===== config.mk =====
export PLATFORM = sky130hd
export DESIGN_NAME = panda_stream_loader
export DESIGN_NICKNAME = d
export VERILOG_FILES = /design/src/rtl/panda_stream_loader.sv
export SDC_FILE = /design/constraint.sdc
export NUM_CORES = 1
export LEC_CHECK = 0
export CAP_MARGIN = 20
export CORE_MARGIN = 10
export CORE_UTILIZATION = 25
export CTS_BUF_LIST = sky130_fd_sc_hd__clkbuf_4
export CTS_CLUSTER_DIAMETER = 30
export DETAILED_ROUTE_END_ITERATION = 12
export PLACE_DENSITY = 0.52
export SLEW_MARGIN = 20
export SYNTH_ARGS = -nofsm -noshare
export SYNTH_HDL_FRONTEND = slang
export SYNTH_SLANG_ARGS = --single-unit

===== constraint.sdc =====
create_clock -name clk -period 3.6 [get_ports clk]
set_input_delay 0.36 -clock clk [delete_from_list [all_inputs] [get_ports clk]]
set_output_delay 0.36 -clock clk [all_outputs]
set_load 0.005 [all_outputs]

===== src/rtl/panda_stream_loader.sv =====
// panda_stream_loader: turns a start/base/length job plus a source word stream
// into paired address/data write beats through a small data FIFO.
// Optional build macro: PANDA_LOADER_BYTE_SWAP_EN (byte-reverse the data lane).
module panda_stream_loader #(
  parameter int unsigned FIFO_DEPTH  = 4,
  parameter int unsigned ADDR_STRIDE = 1
) (
  input  logic        clk,
  input  logic        reset,
  input  logic        clear,
  input  logic        start,
  input  logic [31:0] base_addr,
  input  logic [15:0] nb_words,
  input  logic [31:0] in_data,
  input  logic        in_valid,
  output logic        in_ready,
  output logic [31:0] addr_data,
  output logic        addr_valid,
  input  logic        addr_ready,
  output logic [31:0] wdata_data,
  output logic        wdata_valid,
  input  logic        wdata_ready,
  output logic        wr_en,
  output logic        busy,
  output logic        done
);

  localparam int unsigned PTR_W = $clog2(FIFO_DEPTH);
  localparam int unsigned CNT_W = PTR_W + 1;

  typedef enum logic [1:0] {S_IDLE, S_RUN, S_DONE} state_t;

  state_t             state_q, state_d;
  logic [31:0]        addr_q, addr_d;
  logic [15:0]        beats_q, beats_d;    // beats still to transfer
  logic [15:0]        pushes_q, pushes_d;  // source words still to accept
  logic [PTR_W-1:0]   wr_ptr_q, wr_ptr_d;
  logic [PTR_W-1:0]   rd_ptr_q, rd_ptr_d;
  logic [CNT_W-1:0]   count_q, count_d;
  logic [31:0]        mem_q [FIFO_DEPTH];

  logic run, fifo_full, fifo_empty, push, pop, beat_valid;
  logic [31:0] head;

  // Lane ordering applied to the FIFO head word on its way out.
  function automatic logic [31:0] lane_order(input logic [31:0] w);
`ifdef PANDA_LOADER_BYTE_SWAP_EN
    return {w[7:0], w[15:8], w[23:16], w[31:24]};
`else
    return w;
`endif
  endfunction

  // Handshake and output decode; clear suppresses every handshake in its cycle.
  always_comb begin
    run        = (state_q == S_RUN);
    fifo_full  = (count_q == CNT_W'(FIFO_DEPTH));
    fifo_empty = (count_q == '0);
    in_ready   = run && !clear && !fifo_full && (pushes_q != 16'd0);
    beat_valid = run && !clear && !fifo_empty;
    push       = in_valid && in_ready;
    pop        = beat_valid && addr_ready && wdata_ready;
    head       = mem_q[rd_ptr_q];
    addr_valid  = beat_valid;
    wdata_valid = beat_valid;
    wr_en       = pop;
    addr_data   = addr_q;
    wdata_data  = fifo_empty ? 32'd0 : lane_order(head);
    busy        = (state_q != S_IDLE);
    done        = (state_q == S_DONE);
  end

  // Next-state logic for the job FSM, counters and FIFO pointers.
  always_comb begin
    state_d  = state_q;
    addr_d   = addr_q;
    beats_d  = beats_q;
    pushes_d = pushes_q;
    wr_ptr_d = wr_ptr_q;
    rd_ptr_d = rd_ptr_q;
    count_d  = count_q;
    if (clear) begin
      state_d  = S_IDLE;
      addr_d   = '0;
      beats_d  = '0;
      pushes_d = '0;
      wr_ptr_d = '0;
      rd_ptr_d = '0;
      count_d  = '0;
    end else begin
      unique case (state_q)
        S_IDLE: begin
          if (start) begin
            addr_d   = base_addr;
            beats_d  = nb_words;
            pushes_d = nb_words;
            state_d  = (nb_words == 16'd0) ? S_DONE : S_RUN;
          end
        end
        S_RUN: begin
          if (push) begin
            wr_ptr_d = wr_ptr_q + PTR_W'(1);
            pushes_d = pushes_q - 16'd1;
          end
          if (pop) begin
            rd_ptr_d = rd_ptr_q + PTR_W'(1);
            addr_d   = addr_q + 32'(ADDR_STRIDE);
            beats_d  = beats_q - 16'd1;
            if (beats_q == 16'd1) state_d = S_DONE;
          end
          case ({push, pop})
            2'b10:   count_d = count_q + CNT_W'(1);
            2'b01:   count_d = count_q - CNT_W'(1);
            default: count_d = count_q;
          endcase
        end
        S_DONE:  state_d = S_IDLE;
        default: state_d = S_IDLE;
      endcase
    end
  end

  // Control state register with asynchronous reset.
  always_ff @(posedge clk or posedge reset) begin
    if (reset) begin
      state_q  <= S_IDLE;
      addr_q   <= '0;
      beats_q  <= '0;
      pushes_q <= '0;
      wr_ptr_q <= '0;
      rd_ptr_q <= '0;
      count_q  <= '0;
    end else begin
      state_q  <= state_d;
      addr_q   <= addr_d;
      beats_q  <= beats_d;
      pushes_q <= pushes_d;
      wr_ptr_q <= wr_ptr_d;
      rd_ptr_q <= rd_ptr_d;
      count_q  <= count_d;
    end
  end

  // FIFO storage; no reset needed since the output is gated while empty.
  always_ff @(posedge clk) begin
    if (push) mem_q[wr_ptr_q] <= in_data;
  end

endmodule


======== Word-level counts from Yosys, hierarchy flattened ========
Memories as Yosys holds them, arrays and structs flattened.
Cells that the tools add are included.
Widths: inputs -> output; s select.
cells by class
  eq/ne operators ......................... 10
  add/sub/neg operators ................... 7
  reduce and logical (&&, ||, !) cells .... 26
  mux-type cells .......................... 29
operator list
  cell                   count
  $mux 32                4
  $mux 16                5
  $pmux 16 s2            2
  $pmux 32 s2            1
  $add 32x1->32 const B  1
  $sub 16x1->16 const B  2
  $mux 2                 11
  $eq 16x1->1 const B    1
  $logic_not 16->1       1
  $reduce_bool 16->1     1
  $ne 3x2->1 const B     3
  $reduce_and 3->1       3
  $reduce_bool 2->1      4
  $logic_and 1x1->1      7
  $mux 3                 2
  $pmux 3 s2             1
  $reduce_and 2->1       3
  $reduce_bool 3->1      2
  $add 2x1->2 const B    2
  $eq 2x1->1 const B     2
  $eq 2x2->1 const B     2
  $pmux 2 s2             1
  $add 3x1->3 const B    1
  $eq 3x3->1 const B     1
  other kinds (6)        9
word-level totals
  logic and storage cells ................. 80
  input port bits ......................... 87
  output and inout port bits .............. 70
  bits in writable memories ............... 128
  bits in registers ....................... 73
  memories kept ........................... 1
memory list
  name   words  bits a word  rd ports  clocked after Yosys merged registers in  write ports  RTL line  text
  mem_q  4      32           1         0                                        1            40        logic [31:0] mem_q [FIFO_DEPTH];

======== Logic depth before layout (Yosys ltp) ========
Gate-level depths: netlist of the first run.
  word-level depth ........................ 9
  gate-level depth with buffers ........... 10
  mapped depth without buffers ............ 10

======== Worst setup path before layout of the first run ========
No wires, ideal clock.
  path kind ............................... reg2reg
  start point ............................. register pushes_q[0]
  end point ............................... memory mem_q[0][0], enable pin
  arrival time ............................ 2.255 ns
  setup slack ............................. 0.953 ns
  clock period less this slack ............ 2.647 ns
  path buffers ............................ 1
  library setup time ...................... 0.392 ns
  stages on the path, launching flop included .. 8
  required time ........................... 3.208 ns
  path through ............................ dfrtp_1 -> inv_1 -> ha_1 -> nor4b_1 -> and4_1 -> buf_4 -> nor3_2 -> and2_1
on the way
  word-level cells in the longest chain between the ends .. 5
ends and longest elaborated chain
  element                       RTL line  text
  from (decl)                   36        logic [15:0] pushes_q, pushes_d;
  from (signal assigned)        137       pushes_q <= pushes_d;
  $reduce_bool 16->1            59        in_ready = run && !clear && !fifo_full && (pushes_q != 16'd0);
  $logic_and 1x1->1             59
  $logic_and 1x1->1             61        push = in_valid && in_ready;
  $mux 1                        146       if (push) mem_q[wr_ptr_q] <= in_data;
  $mux 1 (implied by the code)  146
  to (decl)                     40
Every way passes these cells.

======== Worst setup path after layout of the first run ========
  start point ............................. register pushes_q[0]
  end point ............................... output in_ready
on the way
  word-level cells in the longest chain between the ends .. 2
ends and longest elaborated chain
  element             RTL line  text
  $reduce_bool 16->1  59
  $logic_and 1x1->1   59
  to (decl)           16        output logic in_ready,
Every way passes these cells.

==> reports/qor.csv, run 1 <==
metric,value,unit
rsz0062_at_grt,false,
via_count,7607,
syn_avg_cell_area,12.2,sq um
filler_cell_count,3957,
hold_violations,0,
final_antenna_net_count,0,
cp_data_required_time,3.24,ns
place.gp.congestion,0.809,
die_area,0.0475,sq mm
cts.reportedPaths.clkPinSlew,0.06,ns
p_leak,0.00449,uW
vdd_drop_max,0.270,mV
ys_seq_elements,201,
syn_area,0.00980,sq mm
grt_max_degree,65,
synth_edf_count,128,
post_cts_buffers,0,
die_w,218,um
startpoint_type,flip-flop,
slew_viol_final,0,
clockRootBuffer,clkbuf_4,
dieHeight,218,um
yosysTopAreaCell,edfxtp_1,
fmax,0.318,GHz
synthCells,803,
crit_arrival,2.79,ns
hp-class,input pin to flip-flop,
rows,72,
switchingPower,2060,uW
fin_skew,0.0395,ns
numCtsBuffers,60,
finalCritPeriodShare,87.4,%
synth_cell_types,76,
cp-startpoint,pushes_q[0],
netlist_top_cells_area,"edfxtp_1, dfrtp_1, mux4_2",
start_util,25.3,%
antenna_found_initial,3,
power.density,517,mW/mm^2
internal_power,4540,uW
status,"complete, no violations",
drt_iter0_markers,424,
sequentialPowerShare,43.6,%
dr.pass1.iters,5,
yosysWarnings,0,
sw_frac_of_total,31.2,%
mostFrequentLayoutCells,"clkdlybuf4s50_1, edfxtp_1, clkbuf_4",
grt-ovfl-total,0,
grt_pass1_vias,7825,
synth_top_area_share,39.2,%
grtUsageTotal,12.5,%
portBuffers,156,
drc,0,
fin_nets,1089,
postCtsHoldBufs,1,
r2r_slack,0.83,ns
layout-drive-gt1-share,17.2,%
relSlewSlack,33.7,%
wire_per_inst,19.4,um
holdWs,0.293,ns
ios,157,
maxCapViolations,0,
ys_seq_area_share,57.8,%
tns,0,ns
htreeDepth,2,
post_cts_resized,0,
fin_cells,1553,
final_common_cell,clkdlybuf4s50_1,
grt_pass1_wl,47.1,mm
setup_violations,0,
core_area,0.0387,sq mm
worst-setup-path-type,flip-flop to output pin,
fin_crit,3.15,ns
clock_latency,0.72,ns
totalWireLength,30.2,mm
path_max_fanout,5,
clk_path_buf_depth,3,
place_inst,1447,
min_from,base_addr[5],
synth-main-ff-cell,edfxtp_1,
worst_pin_slew,0.985,ns
combPwrFrac,23.1,%
reg2reg_from,pushes_q[0],
async_flop_share,36.3,%
via_per_inst,4.90,
cts_tree,built,
synth_fp_nets,900,
syn_to_final_growth,30.4,%
p_clk_share,33.3,%
dpl.hpwl,20.4,mm
crit_path_end_kind,output pin,
clock-sinks,201,
## state kept, by name, indices dropped and copies added (netlist names)
name,flops
count_q,3
mem_q,128
pushes_q,16
state_q,2
beats_q,16
rd_ptr_q,2
wr_ptr_q,2
addr_data,32
## Yosys cell counts, types with 5 or more instances
cell type,count
nand4_1,13
a22o_1,10
nand2_1,46
dfrtp_1,73
ha_1,9
o21ai_1,7
nor2b_1,37
buf_2,18
o31ai_1,8
nor4_1,10
and3_1,8
buf_4,5
mux4_2,32
inv_1,20
o31a_1,5
a31oi_1,17
o21ai_0,74
and2_1,10
a22oi_1,6
clkbuf_1,29
a32oi_1,9
and4_1,5
a21oi_1,51
nand3_1,17
nor2_1,53
edfxtp_1,128
a31o_2,5
nor3_1,15
o22ai_1,6
## kinds of logic (layout without fill, tap and decap cells)
group | Yosys count | in the layout | synth area share (%)
AND/OR/NAND/NOR | 247 | 247 | 14.2
buffers and inverters | 73 | 304 | 3.22
flip-flops | 201 | 201 | 57.8
other | 0 | 1 | 0
AO/OA/AOI/OAI | 234 | 234 | 15.5
multiplexers | 35 | 35 | 7.67
XOR/XNOR | 3 | 3 | 0.268
adder cells (fa/ha/maj) | 10 | 10 | 1.35
## power groups by stage
stage               Sequential, uW  Clock [uW]  Combinational (uW)
CTS                           2870        2300                1540
finish                        2880        2200                1530
global placement              2910           0                1520
detailed placement            2920           0                1530
floorplan                     2860           0                 910
global route                  2910        2420                1700
## stage by stage
step | instance area (sq um) | total power (uW) | util, % | setup slack, ns
after floorplan | 9800 | 3770 | - | 0.953
after global placement | 12000 | 4440 | 31.0 | 0.748
after detailed placement | 12000 | 4450 | 31.0 | 0.726
after CTS | 12800 | 6720 | 33.0 | 0.372
after global routing | 12800 | 7030 | 33.0 | 0.159
final | 12800 | 6610 | 33.0 | 0.454
## cell type report
cell class                      count  area (sq um)  area share (%)
Timing Repair Buffer              180          1780            13.9
Multi-Input combinational cell    529          3830            30.0
Inverter                           20          75.1           0.587
Clock buffer                       84           631            4.93
Sequential cell                   201          5670            44.4
Tap cell                          518           648            5.07
Clock inverter                     20           139            1.09
Antenna cell                        1          2.50          0.0196
## worst paths after layout
path                           endpoint  cells after the start
max                            in_ready                      6
min                        addr_data[5]                      3
max reg2reg                  count_q[2]                      9
min reg2reg                  beats_q[9]                      2
max in group asynchronous   rd_ptr_q[0]                      4
min in group asynchronous    beats_q[5]                      3
## worst max-delay path, cell delays in order, from the launching register on
cell             delay (ns)
dfrtp_1                0.43
inv_1                  0.11
ha_1                   0.15
nor4b_1                0.37
nand4_2                0.26
and3_1                 0.24
clkdlybuf4s50_1        0.51
## metal layers
| layer | up-vias | part of all wire (%) | track usage (%) |
|---|---|---|---|
| li1 | 3521 | - | - |
| met1 | 3837 | 42 | 15.6 |
| met2 | 192 | 50 | 20.6 |
| met3 | 53 | 5.5 | 3.20 |
| met4 | 4 | 2.2 | 4.63 |
| met5 | - | 0.086 | 0 |
Note: power is estimated with default switching activity, not from simulation.
==> inputs of run 2 (changes only) <==
--- a/config.mk
+++ b/config.mk
@@ -6,12 +6,11 @@
 export NUM_CORES = 1
 export LEC_CHECK = 0
 export CAP_MARGIN = 20
-export CORE_MARGIN = 10
+export CORE_MARGIN = 2
 export CORE_UTILIZATION = 25
 export CTS_BUF_LIST = sky130_fd_sc_hd__clkbuf_4
 export CTS_CLUSTER_DIAMETER = 30
 export DETAILED_ROUTE_END_ITERATION = 12
-export PLACE_DENSITY = 0.52
 export SLEW_MARGIN = 20
 export SYNTH_ARGS = -nofsm -noshare
 export SYNTH_HDL_FRONTEND = slang
==> run 2 against run 1 <==
- first-iteration DRC count grew 45%
- critical path type unchanged
- utilization grew 0.18 points
- setup slack gained 0.0016 ns
- sequential share of layout area shrank 0.14 points
- combinational power is essentially flat
- count of clock-buffer cells in the layout shrank 6
- clock skew grew 0.025 ns
==> reports/qor.csv, run 2 (synthesis results as in run 1) <==
metric,value,unit,change
status,"complete, no violations",,unchanged
relSlewSlack,40.1,%,was 33.7%
drt_iter0_markers,614,,was 424
power.density,513,mW/mm^2,was 517 mW/mm^2
dr.pass1.iters,5,,unchanged
filler_cell_count,3820,,was 3957
core_area,0.0386,sq mm,was 0.0387 sq mm
syn_to_final_growth,30.8,%,was 30.4%
postCtsHoldBufs,0,,was 1
grtUsageTotal,13.8,%,was 12.5%
multi_input_area,0.00384,sq mm,was 0.00383 sq mm
path_max_fanout,30,,was 5
rsz0062_at_grt,false,,unchanged
place.gp.congestion,0.840,,was 0.809
rows,72,,unchanged
grt_max_degree,45,,was 65
vdd_drop_max,0.191,mV,was 0.270 mV
clock_latency,0.72,ns,about the same
post_cts_buffers,0,,unchanged
clockRootBuffer,clkbuf_4,,unchanged
final_antenna_net_count,0,,unchanged
worst_pin_slew,0.890,ns,was 0.985 ns
place_inst,1449,,was 1447
crit_path_end_kind,output pin,,unchanged
grt_pass1_vias,7762,,was 7825
layout-drive-gt1-share,17.6,%,was 17.2%
hold_violations,0,,unchanged
hp-class,input pin to asynchronous set/reset pin,,was input pin to flip-flop
finalCritPeriodShare,87.3,%,was 87.4%
totalWireLength,28.3,mm,was 30.2 mm
dpl.hpwl,19.0,mm,was 20.4 mm
worst-setup-path-type,flip-flop to output pin,,unchanged
pre_cts_slack,0.743,ns,was 0.726 ns
dieHeight,202,um,was 218 um
seq_area,0.00567,sq mm,unchanged
portBuffers,156,,unchanged
startpoint_type,flip-flop,,unchanged
final_common_cell,clkdlybuf4s50_1,,unchanged
start_util,25.4,%,was 25.3%
largest_register_ffs,128,,unchanged
fin_skew,0.0642,ns,was 0.0395 ns
via_count,7610,,was 7607
maxCapViolations,0,,unchanged
fin_util,33.2,%,was 33.0%
slew_viol_final,0,,unchanged
fin_cells,1556,,was 1553
cts.reportedPaths.clkPinSlew,0.06,ns,about the same
antenna_found_initial,1,,was 3
cp_data_required_time,3.24,ns,about the same
clk_path_buf_depth,3,,unchanged
regMostFlops,mem_q,,unchanged
die_area,0.0408,sq mm,was 0.0475 sq mm
fin_crit,3.14,ns,was 3.15 ns
fin_nets,1088,,was 1089
crit_arrival,2.78,ns,was 2.79 ns
tns,0,ns,unchanged
grt_pass1_wl,44.6,mm,was 47.1 mm
fin_ws,0.456,ns,was 0.454 ns
drc,0,,unchanged
die_w,202,um,was 218 um
wire_per_inst,18.2,um,was 19.4 um
post_cts_resized,0,,unchanged
cts_tree,built,,unchanged
grt-ovfl-total,0,,unchanged
r2r_slack,0.86,ns,was 0.83 ns
numCtsBuffers,58,,was 60
p_leak,0.00449,uW,about the same
mostFrequentLayoutCells,"clkdlybuf4s50_1, edfxtp_1, clkbuf_4",,unchanged
via_per_inst,4.89,,was 4.90
fmax,0.318,GHz,about the same
ios,157,,unchanged
holdWs,0.119,ns,was 0.293 ns
clock-sinks,201,,unchanged
htreeDepth,2,,unchanged
setup_violations,0,,unchanged
==> run 2: changes by cell type in the layout (fill, tap and decap cells not counted) <==
| cell | change |
|---|---|
| and2_1 | -4 |
| and2_2 | +4 |
| buf_12 | +3 |
| buf_4 | -1 |
| clkbuf_4 | -6 |
| clkinv_1 | +4 |
| clkinv_2 | +3 |
| clkinv_4 | -1 |
| clkinvlp_4 | +1 |
| dlygate4sd3_1 | -1 |
| inv_6 | +1 |
==> run 2: worst max-delay path, stage by stage, from the launching register on <==
cell and delay, ns:
dfrtp_1 0.49, or3b_1 0.50, buf_4 0.30, nor2_4 0.19, clkdlybuf4s50_1 0.62
==> run 2: worst paths after layout <==
| path | end | from | cells after the start |
|---|---|---|---|
| max reg2reg | count_q[2] | pushes_q[0] | 9 |
| min reg2reg | beats_q[9] | beats_q[9] | 2 |
| min in group clk | mem_q[2][8] | in_data[8] | 1 |
| max | wr_en | state_q[0] | 4 |
| max in group asynchronous | rd_ptr_q[0] | reset | 3 |
| min | addr_data[21] | reset | 2 |
==> run 2: area by class of cell <==
cell class,count,share of cell area [%]
multi-input cells,529,29.9
repair buffers,181,14.2
diodes,1,0.0195
flip-flops and latches,201,44.2
clock inverters,28,1.38
well taps,518,5.05
inverters,20,0.585
clock buffers,78,4.57
==> run 2: metal layers <==
metal	up-vias	part of all wire, %	global-route usage (%)
li1	3524	-	-
met1	3769	44	18.8
met2	263	48	22.0
met3	54	6.0	2.89
met4	0	2.1	4.73
met5	-	0	0
==> run 2: through the flow <==
stage | cell area (sq um) | power, uW
floorplan | 9800 | 3770
CTS | 12800 | 6650
finish | 12800 | 6570
global placement | 12100 | 4420
global route | 12800 | 6980
detailed placement | 12100 | 4450
==> run 2: report_power, final <==
group	internal, uW	switching [uW]	total (uW)
clock	1160	1000	2160
sequential	2650	236	2880
combinational	688	839	1530
total	4500	2080	6570
==> inputs of run 3 (changes only) <==
--- a/config.mk
+++ b/config.mk
@@ -6,11 +6,14 @@
 export NUM_CORES = 1
 export LEC_CHECK = 0
 export CAP_MARGIN = 20
+export CELL_PAD_IN_SITES_DETAIL_PLACEMENT = 1
+export CELL_PAD_IN_SITES_GLOBAL_PLACEMENT = 1
 export CORE_MARGIN = 2
 export CORE_UTILIZATION = 25
 export CTS_BUF_LIST = sky130_fd_sc_hd__clkbuf_4
 export CTS_CLUSTER_DIAMETER = 30
 export DETAILED_ROUTE_END_ITERATION = 12
+export PLACE_DENSITY_LB_ADDON = 0.1
 export SLEW_MARGIN = 20
 export SYNTH_ARGS = -nofsm -noshare
 export SYNTH_HDL_FRONTEND = slang
==> run 3 against run 2 <==
- wire length grew 13%
- design area is 1.4% higher
- first-iteration DRC count shrank 54%
- clock skew is 0.018 ns lower
- sequential cell count stayed put
- via count is 0.67% higher
- clock power grew 17%
- hold slack improved by 0.17 ns
- critical path type unchanged
- largest cell class unchanged
- largest power group unchanged
==> reports/qor.csv, run 3 (synthesis results as in run 1) <==
metric,value,unit,change
status,"complete, no violations",,unchanged
grtUsageTotal,16.0,%,was 13.8%
fin_crit,3.24,ns,was 3.14 ns
grt-ovfl-total,0,,unchanged
finalCritPeriodShare,90.0,%,was 87.3%
die_w,202,um,unchanged
setup_violations,0,,unchanged
relSlewSlack,33.2,%,was 40.1%
layout-drive-gt1-share,18.6,%,was 17.6%
grt_pass1_vias,8527,,was 7762
grt_pass1_wl,50.0,mm,was 44.6 mm
slew_viol_final,0,,unchanged
fmax,0.309,GHz,was 0.318 GHz
numCtsBuffers,69,,was 58
reg2reg_from,pushes_q[0],,unchanged
largest_register_ffs,128,,unchanged
design_area,0.0130,sq mm,was 0.0128 sq mm
post_cts_resized,0,,unchanged
tns,0,ns,unchanged
antenna_found_initial,3,,was 1
crit_arrival,2.88,ns,was 2.78 ns
mostFrequentLayoutCells,"clkdlybuf4s50_1, edfxtp_1, clkbuf_4",,unchanged
drt_iter0_markers,285,,was 614
worst-setup-path-type,flip-flop to output pin,,unchanged
portBuffers,156,,unchanged
post_cts_buffers,0,,unchanged
filler_cell_count,4218,,was 3820
cts_tree,built,,unchanged
dieHeight,202,um,unchanged
die_area,0.0408,sq mm,unchanged
start_util,25.4,%,unchanged
cp-startpoint,rd_ptr_q[0],,was state_q[0]
clk_path_buf_depth,3,,unchanged
regMostFlops,mem_q,,unchanged
dpl.hpwl,20.9,mm,was 19.0 mm
clock-sinks,201,,unchanged
multi_input_area,0.00384,sq mm,unchanged
syn_to_final_growth,32.6,%,was 30.8%
p_leak,0.00459,uW,was 0.00449 uW
fin_skew,0.0465,ns,was 0.0642 ns
fin_nets,1104,,was 1088
totalWireLength,31.9,mm,was 28.3 mm
startpoint_type,flip-flop,,unchanged
ios,157,,unchanged
hp-class,input pin to flip-flop,,was input pin to asynchronous set/reset pin
placed_cell_area,0.0121,sq mm,about the same
crit_path_end_kind,output pin,,unchanged
power.density,538,mW/mm^2,was 513 mW/mm^2
drc,0,,unchanged
clock_latency,0.71,ns,was 0.72 ns
postCtsHoldBufs,1,,was 0
place.gp.congestion,0.732,,was 0.840
fin_util,33.7,%,was 33.2%
seq_area,0.00567,sq mm,unchanged
min_from,in_data[2],,
hold_violations,0,,unchanged
rsz0062_at_grt,false,,unchanged
rows,72,,unchanged
fin_ws,0.360,ns,was 0.456 ns
grt_max_degree,48,,was 45
final_antenna_net_count,0,,unchanged
via_per_inst,4.85,,was 4.89
cts.reportedPaths.clkPinSlew,0.06,ns,about the same
core_area,0.0386,sq mm,unchanged
path_max_fanout,21,,was 30
dr.pass1.iters,5,,unchanged
maxCapViolations,0,,unchanged
clockRootBuffer,clkbuf_4,,unchanged
vdd_drop_max,0.181,mV,was 0.191 mV
pre_cts_slack,0.800,ns,was 0.743 ns
worst_pin_slew,0.992,ns,was 0.890 ns
wire_per_inst,20.2,um,was 18.2 um
htreeDepth,3,,was 2
final_common_cell,clkdlybuf4s50_1,,unchanged
via_count,7661,,was 7610
cp_data_required_time,3.24,ns,about the same
run 3: changes by cell type in the layout (fill, tap and decap cells not counted), moves of 4 or more:
cell,change
and2_1,+4
and2_2,-4
buf_4,+5
clkbuf_4,+18
clkinv_2,-4
run 3: path summary, 6_finish.rpt:
check,endpoint,slack (ns),cells past startpoint
min in group asynchronous,addr_data[15],0.55,3
min reg2reg,beats_q[9],0.54,2
max reg2reg,count_q[2],0.86,9
max in group asynchronous,beats_q[11],2.38,4
min,mem_q[2][2],0.29,1
max,wdata_data[23],0.36,4
run 3: through the flow:
stage	total power (uW)	hold WS, ns	std cells
6_report	7000	0.292	1578
5_1_grt	7470	0.247	1577
4_1_cts	7160	0.201	1576
3_5_place_dp	4530	0.520	1453
3_3_place_gp	4530	0.519	1453
2_1_floorplan	3770	0.459	803
run 3: where the power goes:
group	switching [uW]	internal, uW
logic	882	701
registers	246	2650
clock network	1080	1450
total	2200	4800
run 3: area by class of cell:
cell class                      instances  share of cell area [%]
Multi-Input combinational cell        529                    29.5
Clock buffer                           96                    5.54
Sequential cell                       201                    43.6
Inverter                               20                   0.587
Tap cell                              518                    4.98
Antenna cell                            2                  0.0385
Timing Repair Buffer                  186                    14.2
Clock inverter                         26                    1.48
run 3: critical path, stage by stage (launching register included):
cell and delay, ns:
dfrtp_2 0.70, buf_12 0.29, mux4_2 0.51, nor2b_1 0.18
clkdlybuf4s50_1 0.49
run 3: routing by layer:
layer	vias up	track usage [%]	wire length [um]
met4	2	5.91	626
met1	3887	20.6	14600
met2	155	26.0	15300
li1	3567	-	-
met3	50	3.85	1450
met5	-	0	12
